## src/rtl/uart_pkg.sv

```systemverilog
// Definitions shared by the UART transmit and receive paths: line-state encoding,
// default baud divisor, idle line level and message-to-byte sizing.
package uart_pkg;

    typedef enum logic [1:0] {IDLE, START, DATA, STOP} uart_state_t;

    localparam int DEFAULT_CLKS_PER_BIT = 434;
    localparam logic UART_IDLE_LEVEL = 1'b1;

    // Whole bytes needed to carry a message of the given bit width.
    function automatic int bytes_for(input int bits);
        return (bits + 7) / 8;
    endfunction

endpackage

```

## src/rtl/uart_byte_tx.sv

```systemverilog
// Serialises one 8N1 byte per byte_valid; byte_done marks the last cycle of the stop bit,
// where a new byte_valid chains straight into the next start bit with no idle gap.
module uart_byte_tx
    import uart_pkg::*;
#(
    parameter int CLKS_PER_BIT = DEFAULT_CLKS_PER_BIT
) (
    input  logic       clock,
    input  logic       reset,
    input  logic       byte_valid,
    input  logic [7:0] byte_data,
    output logic       byte_done,
    output logic       serial
);

    localparam int BAUD_W = $clog2(CLKS_PER_BIT);
    localparam logic [BAUD_W-1:0] BAUD_LAST = BAUD_W'(CLKS_PER_BIT - 1);

    uart_state_t       state;
    logic [BAUD_W-1:0] baud;
    logic [2:0]        bit_idx;
    logic [7:0]        shift;
    logic              bit_end;

    assign bit_end   = (baud == BAUD_LAST);
    assign byte_done = (state == STOP) && bit_end;

    // NOTE: every register here is updated with <= so all of them see the pre-edge values.
    always_ff @(posedge clock or posedge reset) begin
        if (reset) begin
            state   <= IDLE;
            baud    <= '0;
            bit_idx <= '0;
            shift   <= '0;
            serial  <= UART_IDLE_LEVEL;
        end else begin
            case (state)
                IDLE: begin
                    if (byte_valid) begin
                        shift  <= byte_data;
                        baud   <= '0;
                        serial <= ~UART_IDLE_LEVEL;
                        state  <= START;
                    end
                end
                START: begin
                    if (bit_end) begin
                        baud    <= '0;
                        bit_idx <= '0;
                        serial  <= shift[0];
                        shift   <= shift >> 1;
                        state   <= DATA;
                    end else begin
                        baud <= baud + 1'b1;
                    end
                end
                DATA: begin
                    if (bit_end) begin
                        baud <= '0;
                        if (bit_idx == 3'd7) begin
                            serial <= UART_IDLE_LEVEL;
                            state  <= STOP;
                        end else begin
                            bit_idx <= bit_idx + 1'b1;
                            serial  <= shift[0];
                            shift   <= shift >> 1;
                        end
                    end else begin
                        baud <= baud + 1'b1;
                    end
                end
                STOP: begin
                    if (bit_end) begin
                        baud    <= '0;
                        bit_idx <= '0;
                        if (byte_valid) begin
                            shift  <= byte_data;
                            serial <= ~UART_IDLE_LEVEL;
                            state  <= START;
                        end else begin
                            state <= IDLE;
                        end
                    end else begin
                        baud <= baud + 1'b1;
                    end
                end
                default: state <= IDLE;
            endcase
        end
    end

endmodule

```

## src/rtl/uart_message_tx.sv

```systemverilog
// Accepts a MSG_BITS message on isNew && ready and sends it most-significant byte first
// as back-to-back 8N1 frames; ready returns on the edge that ends the last stop bit.
module uart_message_tx
    import uart_pkg::*;
#(
    parameter int CLKS_PER_BIT = DEFAULT_CLKS_PER_BIT,
    parameter int MSG_BITS     = 20
) (
    input  logic                clock,
    input  logic                reset,
    input  logic [MSG_BITS-1:0] message,
    input  logic                isNew,
    output logic                ready,
    output logic                serialOut
);

    localparam int NUM_BYTES = bytes_for(MSG_BITS);
    localparam int BUF_W     = NUM_BYTES * 8;
    localparam int IDX_W     = (NUM_BYTES > 1) ? $clog2(NUM_BYTES) : 1;
    localparam logic [IDX_W-1:0] LAST_IDX = IDX_W'(NUM_BYTES - 1);

    logic [BUF_W-1:0] word;
    logic [BUF_W-1:0] buffer;
    logic [IDX_W-1:0] byte_idx;
    logic             accept;
    logic             last_byte;
    logic             byte_done;
    logic             byte_valid;
    logic [7:0]       byte_data;

    assign word      = BUF_W'(message);
    assign accept    = isNew && ready;
    assign last_byte = (byte_idx == LAST_IDX);

    // The first byte goes straight from the input so the start bit begins on the accept edge;
    // later bytes come from the top of the buffer, handed over on the final stop-bit cycle.
    assign byte_valid = accept || (!ready && byte_done && !last_byte);
    assign byte_data  = ready ? word[BUF_W-1 -: 8] : buffer[BUF_W-1 -: 8];

    // NOTE: buffer is ordinary flops, not a RAM, so reset clears it along with the counters.
    always_ff @(posedge clock or posedge reset) begin
        if (reset) begin
            ready    <= 1'b1;
            buffer   <= '0;
            byte_idx <= '0;
        end else if (accept) begin
            ready    <= 1'b0;
            buffer   <= word << 8;
            byte_idx <= '0;
        end else if (!ready && byte_done) begin
            if (last_byte) begin
                ready    <= 1'b1;
                buffer   <= '0;
                byte_idx <= '0;
            end else begin
                buffer   <= buffer << 8;
                byte_idx <= byte_idx + 1'b1;
            end
        end
    end

    uart_byte_tx #(
        .CLKS_PER_BIT(CLKS_PER_BIT)
    ) u_byte_tx (
        .clock     (clock),
        .reset     (reset),
        .byte_valid(byte_valid),
        .byte_data (byte_data),
        .byte_done (byte_done),
        .serial    (serialOut)
    );

endmodule

```

## config.mk

```make
export PLATFORM = sky130hd
export DESIGN_NAME = uart_message_tx
export DESIGN_NICKNAME = d
export VERILOG_FILES = /design/src/rtl/uart_pkg.sv /design/src/rtl/uart_byte_tx.sv /design/src/rtl/uart_message_tx.sv
export SDC_FILE = /design/constraint.sdc
export NUM_CORES = 1
export LEC_CHECK = 0
export CORE_ASPECT_RATIO = 1.75
export CORE_UTILIZATION = 56
export DETAILED_ROUTE_END_ITERATION = 10
export GPL_ROUTABILITY_DRIVEN = 0
export GPL_TIMING_DRIVEN = 0
export PLACE_DENSITY = 0.87
export SYNTH_ARGS = -nofsm -noshare
export SYNTH_HDL_FRONTEND = slang
export SYNTH_SLANG_ARGS = --single-unit
```

## constraint.sdc

```tcl
create_clock -name clock -period 2.7 [get_ports clock]
set_clock_uncertainty 0.2 [all_clocks]
set_input_delay 0.54 -clock clock [delete_from_list [all_inputs] [get_ports clock]]
set_output_delay 0.54 -clock clock [all_outputs]
set_load 0.005 [all_outputs]
```

# [After elaboration in Yosys (flattened, before gate mapping)]
# Cells that the tools add are included.
[op_classes] add_sub_neg=3 n_eq_ne=13 mux=36 reduce_logical=18
[op_table] op="$mux 24" n=3
[op_table] op="$mux 8" n=6
[op_table] op="$pmux 8 s4" n=1
[op_table] op="$mux 9" n=2
[op_table] op="$pmux 9 s2" n=1
[op_table] op="$mux 2" n=8
[op_table] op="$ne 2x1->1 const B" n=5
[op_table] op="$add 9x1->9 const B" n=1
[op_table] op="$eq 9x9->1 const B" n=1
[op_table] op="$mux 1" n=9
[op_table] op="$mux 3" n=3
[op_table] op="$pmux 2 s4" n=1
[op_table] op="$reduce_and 4->1" n=2
[op_table] op="$eq 2x2->1 const B" n=3
[op_table] op="$pmux 3 s2" n=1
[op_table] op="$reduce_bool 2->1" n=3
[op_table] op="$reduce_and 5->1" n=1
[op_table] op="$logic_and 1x1->1" n=4
[op_table] op="$ne 2x2->1 const B" n=2
[op_table] op="$pmux 1 s4" n=1
[op_table] op="$add 3x1->3 const B" n=1
[op_table] op="$eq 3x3->1 const B" n=1
[op_table] op="$reduce_and 3->1" n=1
[op_table] op="$reduce_or 3->1" n=1
[op_table] op="7 further kinds" n=8
[word_totals] reg_bits=50 in_bits=23 out_inout_bits=2 word_cells=78

# [Depth between registers and ports, before layout]
# Gate-level depths: netlist of run 1.
[depth] ltp_word=8 depth_mapped=8 ltp_nobuf=6

# [Hierarchy]
# Synthesis of run 1 repeated with hierarchy kept, for this count alone.
[unflattened] cells_unflattened=202 hier_area_um2=2203.4
[modules_own_cells] mod="uart_byte_tx" instances=1 cells_per_inst=121 area_each_um2=1325.0 seq_area_each_um2=576.8
[modules_own_cells] mod="uart_message_tx" instances=1 cells_per_inst=81 area_each_um2=878.3 seq_area_each_um2=476.7

# [Worst setup path before layout of run 1]
# OpenSTA, ideal clock, no wires.
[synth_path] path_kind="register to register" start="reg ready" end="reg u_byte_tx.shift[4]" setup_ps=125 t_arrival_ps=1872 t_required_ps=2375 setup_slack_ps=503 stages_incl_launch_ff=8 n_path_buf=3 period_less_slack_ps=2197 path_cell_list="dfstp_2 > clkbuf_1 > and2_1 > clkbuf_1 > nor2_1 > a211o_1 > buf_6 > mux2_4"
[synth_via] elab_chain_cells=7 word_cells_on_any_way=9 classes_between="4 x mux; 5 x reduce/logical"
[synth_lines] item="start: declaration" line="uart_message_tx.sv:13" rtl="output logic ready,"
[synth_lines] item="start signal: assignment" line="uart_message_tx.sv:43" rtl="ready <= 1'b1;"
[synth_lines] item="start signal: assignment" line="uart_message_tx.sv:47" rtl="ready <= 1'b0;"
[synth_lines] item="start signal: assignment" line="uart_message_tx.sv:52" rtl="ready <= 1'b1;"
[synth_lines] item="$logic_not 1->1" line="uart_message_tx.sv:37" rtl="assign byte_valid = accept || (!ready && byte_done && !last_byte);"
[synth_lines] item="$logic_and 1x1->1 (2 in a row)" line="uart_message_tx.sv:37"
[synth_lines] item="$logic_or 1x1->1" line="uart_message_tx.sv:37"
[synth_lines] item="$mux 8 (*)" line="uart_byte_tx.sv:39, uart_byte_tx.sv:76"
[synth_lines] item="$mux 8" line="uart_byte_tx.sv:73" rtl="if (bit_end) begin"
[synth_lines] item="$pmux 8 s4 (*)" line="uart_byte_tx.sv:37" rtl="case (state)"
[synth_lines] item="end signal: assignment" line="uart_byte_tx.sv:40" rtl="shift <= byte_data;"
[synth_lines] item="end signal: assignment" line="uart_byte_tx.sv:51" rtl="shift <= shift >> 1;"
[synth_lines] item="end signal: assignment" line="uart_byte_tx.sv:77" rtl="shift <= byte_data;"
[synth_lines] item="end: declaration" line="uart_byte_tx.sv:22" rtl="logic [7:0] shift;"
# Every way passes the cells marked *; elsewhere a longest branch is shown, timed or not. The select of a mux whose other input is x is not followed.
# A chain may end at the register's enable or synchronous reset.

# [Worst setup path after layout of run 1]
[layout_path] start="in isNew" end="reg u_byte_tx.shift[5]"
[layout_via] elab_chain_cells=5
[layout_lines] item="start: declaration" line="uart_message_tx.sv:12" rtl="input logic isNew,"
[layout_lines] item="$logic_and 1x1->1 (*)" line="uart_message_tx.sv:32" rtl="assign accept = isNew && ready;"
[layout_lines] item="$logic_or 1x1->1 (*)" line="uart_message_tx.sv:37"
[layout_lines] item="$mux 8 (*)"
[layout_lines] item="$mux 8"
[layout_lines] item="$pmux 8 s4 (*)"
[layout_lines] item="end signal: assignment" line="uart_byte_tx.sv:51"
[layout_lines] item="end signal: assignment" line="uart_byte_tx.sv:66" rtl="shift <= shift >> 1;"
[layout_lines] item="end signal: assignment" line="uart_byte_tx.sv:77"
# Marks and branches as above.

==> impl_metrics.tcl, run 1 <==
set metrics [dict create \
    port_buffers 24 \
    r2r-end "u_byte_tx.shift[5]" \
    r2r-start "ready" \
    p_seq_share_pct 52.8 \
    grt_first_pass_wirelength_mm 8.09 \
    n_antenna_cell 0 \
    dr.pass1.iters 4 \
    critical_path.endpoint_type "flop" \
    std_cell_rows 30 \
    hp-start "buffer[16]" \
    wirelength_mm 4.67 \
    power.share.switching_pct 24.0 \
    vias 1807 \
    syn_to_final_growth_pct 18.2 \
    synth_edf_count 0 \
    yosys.area.top_type_share_pct 44.4 \
    final.min_clock_period_ns 2.48 \
    max_cap_violations 0 \
    grt_usage_pct 24.9 \
    slew_viol_final 0 \
    cts_buffer_depth 2 \
    nets 274 \
    insertion_delay_ns 0.30 \
    gr-total-overflow 0 \
    crit_required_ns 2.68 \
    setup_viol_count_final 0 \
    crit_fanout 8 \
    routedWlPerCell_um 16.0 \
    drive_above_1_share_pct 9.47 \
    syn_area_um2 2260 \
    met2_usage_pct 44.4 \
    worstMarginPinSlew_ns 0.864 \
    status "finished, final reports clean" \
    p_leak_nw 1.25 \
    drt_iter0_drc 57 \
    p_int_w 0.00109 \
    whs_endpoint "buffer[16]" \
    top_usage_layer "met2" \
    drtAntennaViolNets 0 \
    cts_buffers 5 \
    hp-class "flop to flop" \
    instances_no_fill 291 \
    period_share_pct 91.7 \
    die_w_um 50.0 \
    holdPathStages 2 \
    clk_pin_slew_ns 0.08 \
    dieArea_um2 4300 \
    grt_pass1_vias 1814 \
    post-place-ws_ns -0.111 \
    cp-start-kind "input pin" \
    p_switching_w 0.000344 \
    cts_sinks 42 \
    drcViolationCount 0 \
    synthTopCellsByCount "dfrtp_1, nand2_1, a22o_1, inv_1, nor3_1" \
    yosysSeqAreaShare_pct 46.7 \
    syn_nets 243 \
    syn_area_per_cell_um2 10.7 \
    cts_setup_buffers 0 \
    max_freq_mhz 404 \
    h-tree-depth 2 \
    ctsHoldBuffers 0 \
    core_region_area_um2 3870 \
    fin_util_pct 69.0 \
    grt_start_max_net_pins 43 \
    hold_viol_final 0 \
    yosysWarnings 0 \
    r2r.worst_path.cells 7 \
    dp.final_hpwl_mm 3.45 \
    synth.largest_area_cell "dfrtp_1" \
    synthTopCellsByArea "dfrtp_1, a22o_1, ha_1" \
    vdd_drop_max_mv 0.504 \
    critPathKind "input pin to flop" \
    synth_most_common_cell "dfrtp_1" \
    die_y_um 86.0 \
    start_util_pct 58.3 \
    grt.met3_usage_pct 4.26 \
    rsz0062_at_grt "no" \
    synth.distinct_cells 43 \
    synth-seq-cells 42 \
    synth_top_flop_cell "dfrtp_1" \
    critPathArrivalTime_ns 2.46 \
    powerDensity_nw_per_um2 536 \
    slew_headroom_pct 42.3 \
    cts_resized 0 \
    clock_power_share_pct 34.4 \
    dpl.cell_count 283 \
    async_reset_ff_share_pct 100 \
    setup_ws_ns 0.223 \
    groute.layer.met1.usage_pct 27.6 \
    syn_inst 211 \
    p_comb_share_pct 12.8 \
    root_buffer "clkbuf_8" \
    io_pins 25 \
    cts_tree "built" \
    antenna_found_initial 0 \
    viasPerCell 6.21 \
    r2r_slack_ns 0.23 \
]
==> metrics by stage <==
step                cell area (um2)  total power, W  hold WS [ns]  TNS [ns]
floorplan                      2260        0.000874         0.249         0
global route                   2670         0.00149         0.300         0
finish                         2670         0.00143         0.282         0
global placement               2560        0.000939         0.262    -0.296
detailed placement             2560        0.000951         0.271    -0.754
CTS                            2670         0.00144         0.289         0
==> worst max-delay path by stage <==
| stage | from | end | slack, ns | cells past startpoint |
|---|---|---|---|---|
| after floorplan | ready | u_byte_tx.shift[4] | 0.50 | 7 |
| after global placement | isNew | u_byte_tx.shift[5] | -0.06 | 7 |
| after detailed placement | isNew | u_byte_tx.shift[1] | -0.11 | 7 |
| after CTS | isNew | u_byte_tx.shift[1] | 0.21 | 7 |
| after global routing | isNew | u_byte_tx.shift[0] | 0.07 | 7 |
| final | isNew | u_byte_tx.shift[5] | 0.22 | 7 |
==> registers in the layout (all words and copies together), names as in the netlist <==
signal	flops
buffer	16
u_byte_tx.baud	9
u_byte_tx.shift	8
u_byte_tx.bit_idx	3
byte_idx	2
u_byte_tx.state	2
ready	1
u_byte_tx.serial	1
==> layout make-up <==
cell class                      instances  area, um2
Buffer                                 12       53.8
Clock buffer                            6       72.6
Clock inverter                          2       37.5
Sequential cell                        42       1050
Timing Repair Buffer                   24        240
Tap cell                               48       60.1
Multi-Input combinational cell        143       1100
Fill cell                             300       1200
Inverter                               14       52.6
==> placed cells by master, fill, tap and decap left out, types with 2 or more instances in the layout <==
cell / count
a21o_1: 3
a21oi_1: 3
a221o_1: 6
a221oi_1: 4
a22o_1: 14
a22oi_1: 5
a2bb2oi_1: 3
and2_1: 3
and3_1: 5
buf_1: 2
clkbuf_1: 9
clkbuf_8: 5
clkdlybuf4s50_1: 24
dfrtp_1: 40
dfstp_2: 2
ha_1: 9
inv_1: 13
mux2_2: 4
mux2_4: 3
mux2i_1: 8
nand2_1: 15
nand3_1: 7
nand4_1: 2
nor2_1: 7
nor2b_1: 3
nor3_1: 10
nor3b_1: 2
o21ai_0: 9
o22ai_1: 3
o2bb2ai_1: 2
==> worst max-delay path, cell delays in order <==
cell and delay, ns:
clkdlybuf4s50_1 0.61, and2_1 0.16, clkbuf_1 0.32, nor2_1 0.08, a211o_1 0.32, buf_6 0.14
mux2_4 0.29
==> power by group through the flow <==
stage                     Clock [W]  Combinational (W)  Sequential [W]
after floorplan                   0           0.000123        0.000751
after global placement            0           0.000177        0.000762
after CTS                  0.000498           0.000186        0.000754
after global routing       0.000518           0.000206        0.000763
after detailed placement          0           0.000185        0.000766
final                      0.000492           0.000183        0.000755
==> cell families after synthesis <==
group	share of synthesized area (%)
AO/OA/AOI/OAI	21.6
adder cells (fa/ha/maj)	4.99
buffers and inverters	4.71
flip-flops	46.7
multiplexers	7.54
AND/OR/NAND/NOR	14.5
==> routing by layer <==
layer  vias up  share of wire (%)
li1        848                  -
met1       904                 39
met2        40                 56
met3        15                2.3
met4         0                2.6
met5         -                  0
No activity file was read; power rests on OpenSTA's default activity.
==> run 2, diff against run 1 <==
Settings changed: CORE_UTILIZATION 56 to 60, PLACE_DENSITY 0.87 to 0.92.
Clock period 2.7 ns to 3 ns, I/O delays scaled along.
==> impl_metrics.tcl, run 2 (synthesis results as in run 1) <==
set metrics [dict create \
    dieArea_um2 4020 \
    hold_ws_ns 0.284 \
    cts_resized 0 \
    n_antenna_cell 0 \
    crit_required_ns 2.98 \
    insertion_delay_ns 0.29 \
    vias 1833 \
    grt.met3_usage_pct 3.30 \
    largest_reg_flops 16 \
    crit_fanout 8 \
    regMostFlops "buffer" \
    cp-start-kind "input pin" \
    gr-total-overflow 0 \
    critPathKind "input pin to flop" \
    setup_viol_count_final 0 \
    hp-start "buffer[16]" \
    fillers 243 \
    status "finished, final reports clean" \
    instances_no_fill 289 \
    p_leak_nw 1.26 \
    max_cap_violations 0 \
    syn_to_final_growth_pct 18.4 \
    cp-startpoint "isNew" \
    period_share_pct 87.2 \
    r2r-end "u_byte_tx.shift[5]" \
    final_cell_mix "dfrtp_1, clkdlybuf4s50_1, nand2_1" \
    fin_setup_tns_ns 0 \
    clk_pin_slew_ns 0.08 \
    r2r_slack_ns 0.45 \
    cts_setup_buffers 0 \
    drive_above_1_share_pct 9.47 \
    whs_endpoint "buffer[16]" \
    std_cell_rows 29 \
    powerDensity_nw_per_um2 493 \
    cts_buffer_depth 2 \
    port_buffers 24 \
    wirelength_mm 5.03 \
    max_freq_mhz 382 \
    cts_tree "built" \
    worstMarginPinSlew_ns 0.872 \
    seq_area_um2 1050 \
    dpl.cell_count 281 \
    grt_first_pass_wirelength_mm 8.71 \
    r2r.worst_path.cells 7 \
    drcViolationCount 0 \
    final.min_clock_period_ns 2.61 \
    r2r-start "ready" \
    routedWlPerCell_um 17.4 \
    antenna_found_initial 0 \
    slew_headroom_pct 41.8 \
    multiInputGateArea_um2 1100 \
    drtAntennaViolNets 0 \
    grt_start_max_net_pins 43 \
    cts_sinks 42 \
    groute.layer.met1.usage_pct 29.7 \
    fin_util_pct 74.3 \
    drt_iter0_drc 60 \
    grt_usage_pct 27.8 \
    slew_viol_final 0 \
    io_pins 25 \
    hold_viol_final 0 \
    core_region_area_um2 3590 \
    critPathArrivalTime_ns 2.60 \
    met2_usage_pct 52.6 \
    largestRegisters "buffer: 16 flops, u_byte_tx.baud: 9 flops, u_byte_tx.shift: 8 flops" \
    root_buffer "clkbuf_8" \
    nets 274 \
    grt_pass1_vias 1982 \
    layout_commonest_cell "dfrtp_1" \
    vdd_drop_max_mv 0.497 \
    hp-class "flop to flop" \
    rsz0062_at_grt "no" \
    dr.pass1.iters 4 \
    holdPathStages 2 \
    die_y_um 83.1 \
    dp.final_hpwl_mm 3.65 \
    start_util_pct 62.8 \
    h-tree-depth 2 \
    top_usage_layer "met2" \
    cts_buffers 5 \
    ctsHoldBuffers 0 \
    viasPerCell 6.34 \
    critical_path.endpoint_type "flop" \
    die_w_um 48.4 \
]
run 2: cell types whose count changed in the layout (fill, tap and decap cells not counted):
cell,change
clkinvlp_4,-1
clkbuf_8,+1
run 2: worst max path at each step:
stage                          to  slack (ns)  cells past startpoint
6_report       u_byte_tx.shift[5]        0.39                      7
2_1_floorplan  u_byte_tx.shift[4]        0.80                      7
3_3_place_gp   u_byte_tx.shift[5]        0.20                      7
4_1_cts        u_byte_tx.shift[5]        0.41                      7
3_5_place_dp           buffer[22]        0.16                      6
5_1_grt        u_byte_tx.shift[1]        0.29                      7
run 2: worst max-delay path: stages:
cell             delay, ns
clkdlybuf4s50_1       0.62
and2_1                0.18
clkbuf_1              0.31
nor2_1                0.09
a211o_1               0.34
buf_6                 0.15
mux2_4                0.30
run 2: cell type report:
class / instances / area share (%)
Multi-Input combinational cell: 143 / 41.0
Clock buffer: 7 / 3.23
Inverter: 14 / 1.97
Tap cell: 46 / 2.16
Sequential cell: 42 / 39.5
Clock inverter: 1 / 1.12
Buffer: 12 / 2.01
Timing Repair Buffer: 24 / 9.00
run 2: stage by stage:
step	setup WS [ns]	instance area [um2]	total power (W)
floorplan	0.803	2260	0.000787
global placement	0.199	2550	0.000844
detailed placement	0.161	2550	0.000858
CTS	0.409	2670	0.00131
global route	0.289	2670	0.00136
finish	0.385	2670	0.00132
run 2: layer usage:
layer | vias up | wire length (um)
li1 | 851 | -
met2 | 57 | 2880
met1 | 906 | 1860
met5 | - | 0
met3 | 19 | 139
met4 | 0 | 154
run 2: power by group:
part | leakage (nW) | switching, W | internal (W)
Combinational | 0.656 | 0.0000755 | 0.0000932
Clock | 0.0585 | 0.000195 | 0.000271
Sequential | 0.541 | 0.0000450 | 0.000636
==> run 3, diff against run 2 <==
Settings changed: REMOVE_ABC_BUFFERS from default to 1.
==> impl_metrics.tcl, run 3 (synthesis results as in run 1) <==
set metrics [dict create \
    status "finished, final reports clean" \
    layout_commonest_cell "dfrtp_1" \
    hold_viol_final 0 \
    grt_first_pass_wirelength_mm 7.97 \
    std_cell_rows 29 \
    period_share_pct 92.1 \
    cp_cell_sequence "nor4b_4 > nand4b_2 > a211o_1 > a221oi_1" \
    critPathKind "flop to flop" \
    slowest_delay_ns 0.60 \
    final_cell_mix "dfrtp_1, clkdlybuf4s50_1, nand2_1" \
    ctsHoldBuffers 0 \
    crit_buf_inv 0 \
    stdcell_area_um2 2600 \
    antenna_found_initial 0 \
    cts_buffer_depth 2 \
    instances_no_fill 277 \
    viasPerCell 6.29 \
    cp_top_family "simple AND/OR/NAND/NOR gates" \
    io_pins 25 \
    p_leak_nw 1.22 \
    vias 1741 \
    largestRegisters "buffer: 16 flops, u_byte_tx.baud: 9 flops, u_byte_tx.shift: 8 flops" \
    port_buffers 24 \
    grt_start_max_net_pins 43 \
    cp-start-kind "flop" \
    syn_to_final_growth_pct 15.4 \
    start_util_pct 62.8 \
    core_region_area_um2 3590 \
    dr.pass1.iters 4 \
    dp.final_hpwl_mm 3.14 \
    cts_buffers 5 \
    drcViolationCount 0 \
    cts_tree "built" \
    setup_viol_count_final 0 \
    die_y_um 83.1 \
    slew_headroom_pct 41.7 \
    dpl.cell_count 269 \
    cts_setup_buffers 0 \
    largest_reg_flops 16 \
    h-tree-depth 2 \
    grt_pass1_vias 1839 \
    crit_fanout 15 \
    critical_path.endpoint_type "flop" \
    cts_resized 0 \
    critPathArrivalTime_ns 2.76 \
    dieArea_um2 4020 \
    insertion_delay_ns 0.31 \
    drt_iter0_drc 64 \
    regMostFlops "buffer" \
    worstMarginPinSlew_ns 0.875 \
    crit_required_ns 3.00 \
    powerDensity_nw_per_um2 471 \
    drive_above_1_share_pct 9.96 \
    slew_viol_final 0 \
    hold_ws_ns 0.286 \
    grt_usage_pct 25.5 \
    fillers 257 \
    n_antenna_cell 0 \
    wirelength_mm 4.46 \
    hp-class "flop to flop" \
    die_w_um 48.4 \
    drtAntennaViolNets 0 \
    nets 262 \
    finalPower_w 0.00123 \
    max_freq_mhz 362 \
    routedWlPerCell_um 16.1 \
    rsz0062_at_grt "no" \
    post_dp_cell_area_um2 2510 \
    cts_sinks 42 \
    final.min_clock_period_ns 2.76 \
    root_buffer "clkbuf_8" \
    vdd_drop_max_mv 0.377 \
    cp_slowest_cell "nor4b_4" \
    clk_pin_slew_ns 0.09 \
    gr-total-overflow 0 \
    max_cap_violations 0 \
]
## run 3: changes by cell type in the layout (fill, tap and decap cells not counted)
cell	delta
clkbuf_1	-9
inv_6	+3
buf_1	-2
a41oi_1	-1
a41oi_2	+1
buf_2	-1
buf_6	-1
bufinv_16	-1
clkbuf_8	-1
## run 3: final cells by class
class	count	area [um2]	share of cell area (%)
Clock buffer	5	68.8	2.64
Inverter	14	52.6	2.02
Multi-Input combinational cell	143	1100	42.4
Clock inverter	3	26.3	1.01
Tap cell	46	57.6	2.21
Sequential cell	42	1050	40.5
Timing Repair Buffer	24	240	9.23
## run 3: worst register-to-register path: cells and delay by family, from the launching register on
kind / cells / cell delay, ns
flip-flops: 1 / 0.45
AO/OA/AOI/OAI: 2 / 0.91
AND/OR/NAND/NOR: 2 / 1.10
## run 3: stage by stage
stage	setup WS (ns)	utilization [%]	TNS (ns)
final	0.238	72.4	0
after global routing	0.0438	72.4	0
after CTS	0.259	72.4	0
after detailed placement	-0.0535	69.8	-0.0655
after global placement	-0.338	69.6	-4.47
after floorplan	0.637	-	0
## run 3: final timing paths
check                                        from                 end  slack [ns]  depth (start not counted)
worst max-delay path            u_byte_tx.baud[6]  u_byte_tx.shift[1]        0.24                          4
worst min-delay path             u_byte_tx.serial    u_byte_tx.serial        0.29                          2
worst max register to register  u_byte_tx.baud[6]  u_byte_tx.shift[1]        0.24                          4
worst min register to register   u_byte_tx.serial    u_byte_tx.serial        0.29                          2
max in group asynchronous                   reset   u_byte_tx.baud[7]        1.47                          2
min in group asynchronous                   reset          buffer[12]        0.59                          2
## run 3: metal layers
metal  share of wire (%)  wire [um]  GRT usage (%)  vias up
li1                    -          -              -      828
met3                 3.0        133           4.03       10
met4                 2.7        120           13.4        0
met1                  39       1760           28.1      862
met2                  55       2450           45.8       41
met5                   0          0              0        -
## run 3: where the power goes
group	internal [W]	total (W)	switching, W
registers	0.000636	0.000683	0.0000469
logic	0.0000913	0.000154	0.0000627
clock network	0.000173	0.000390	0.000217
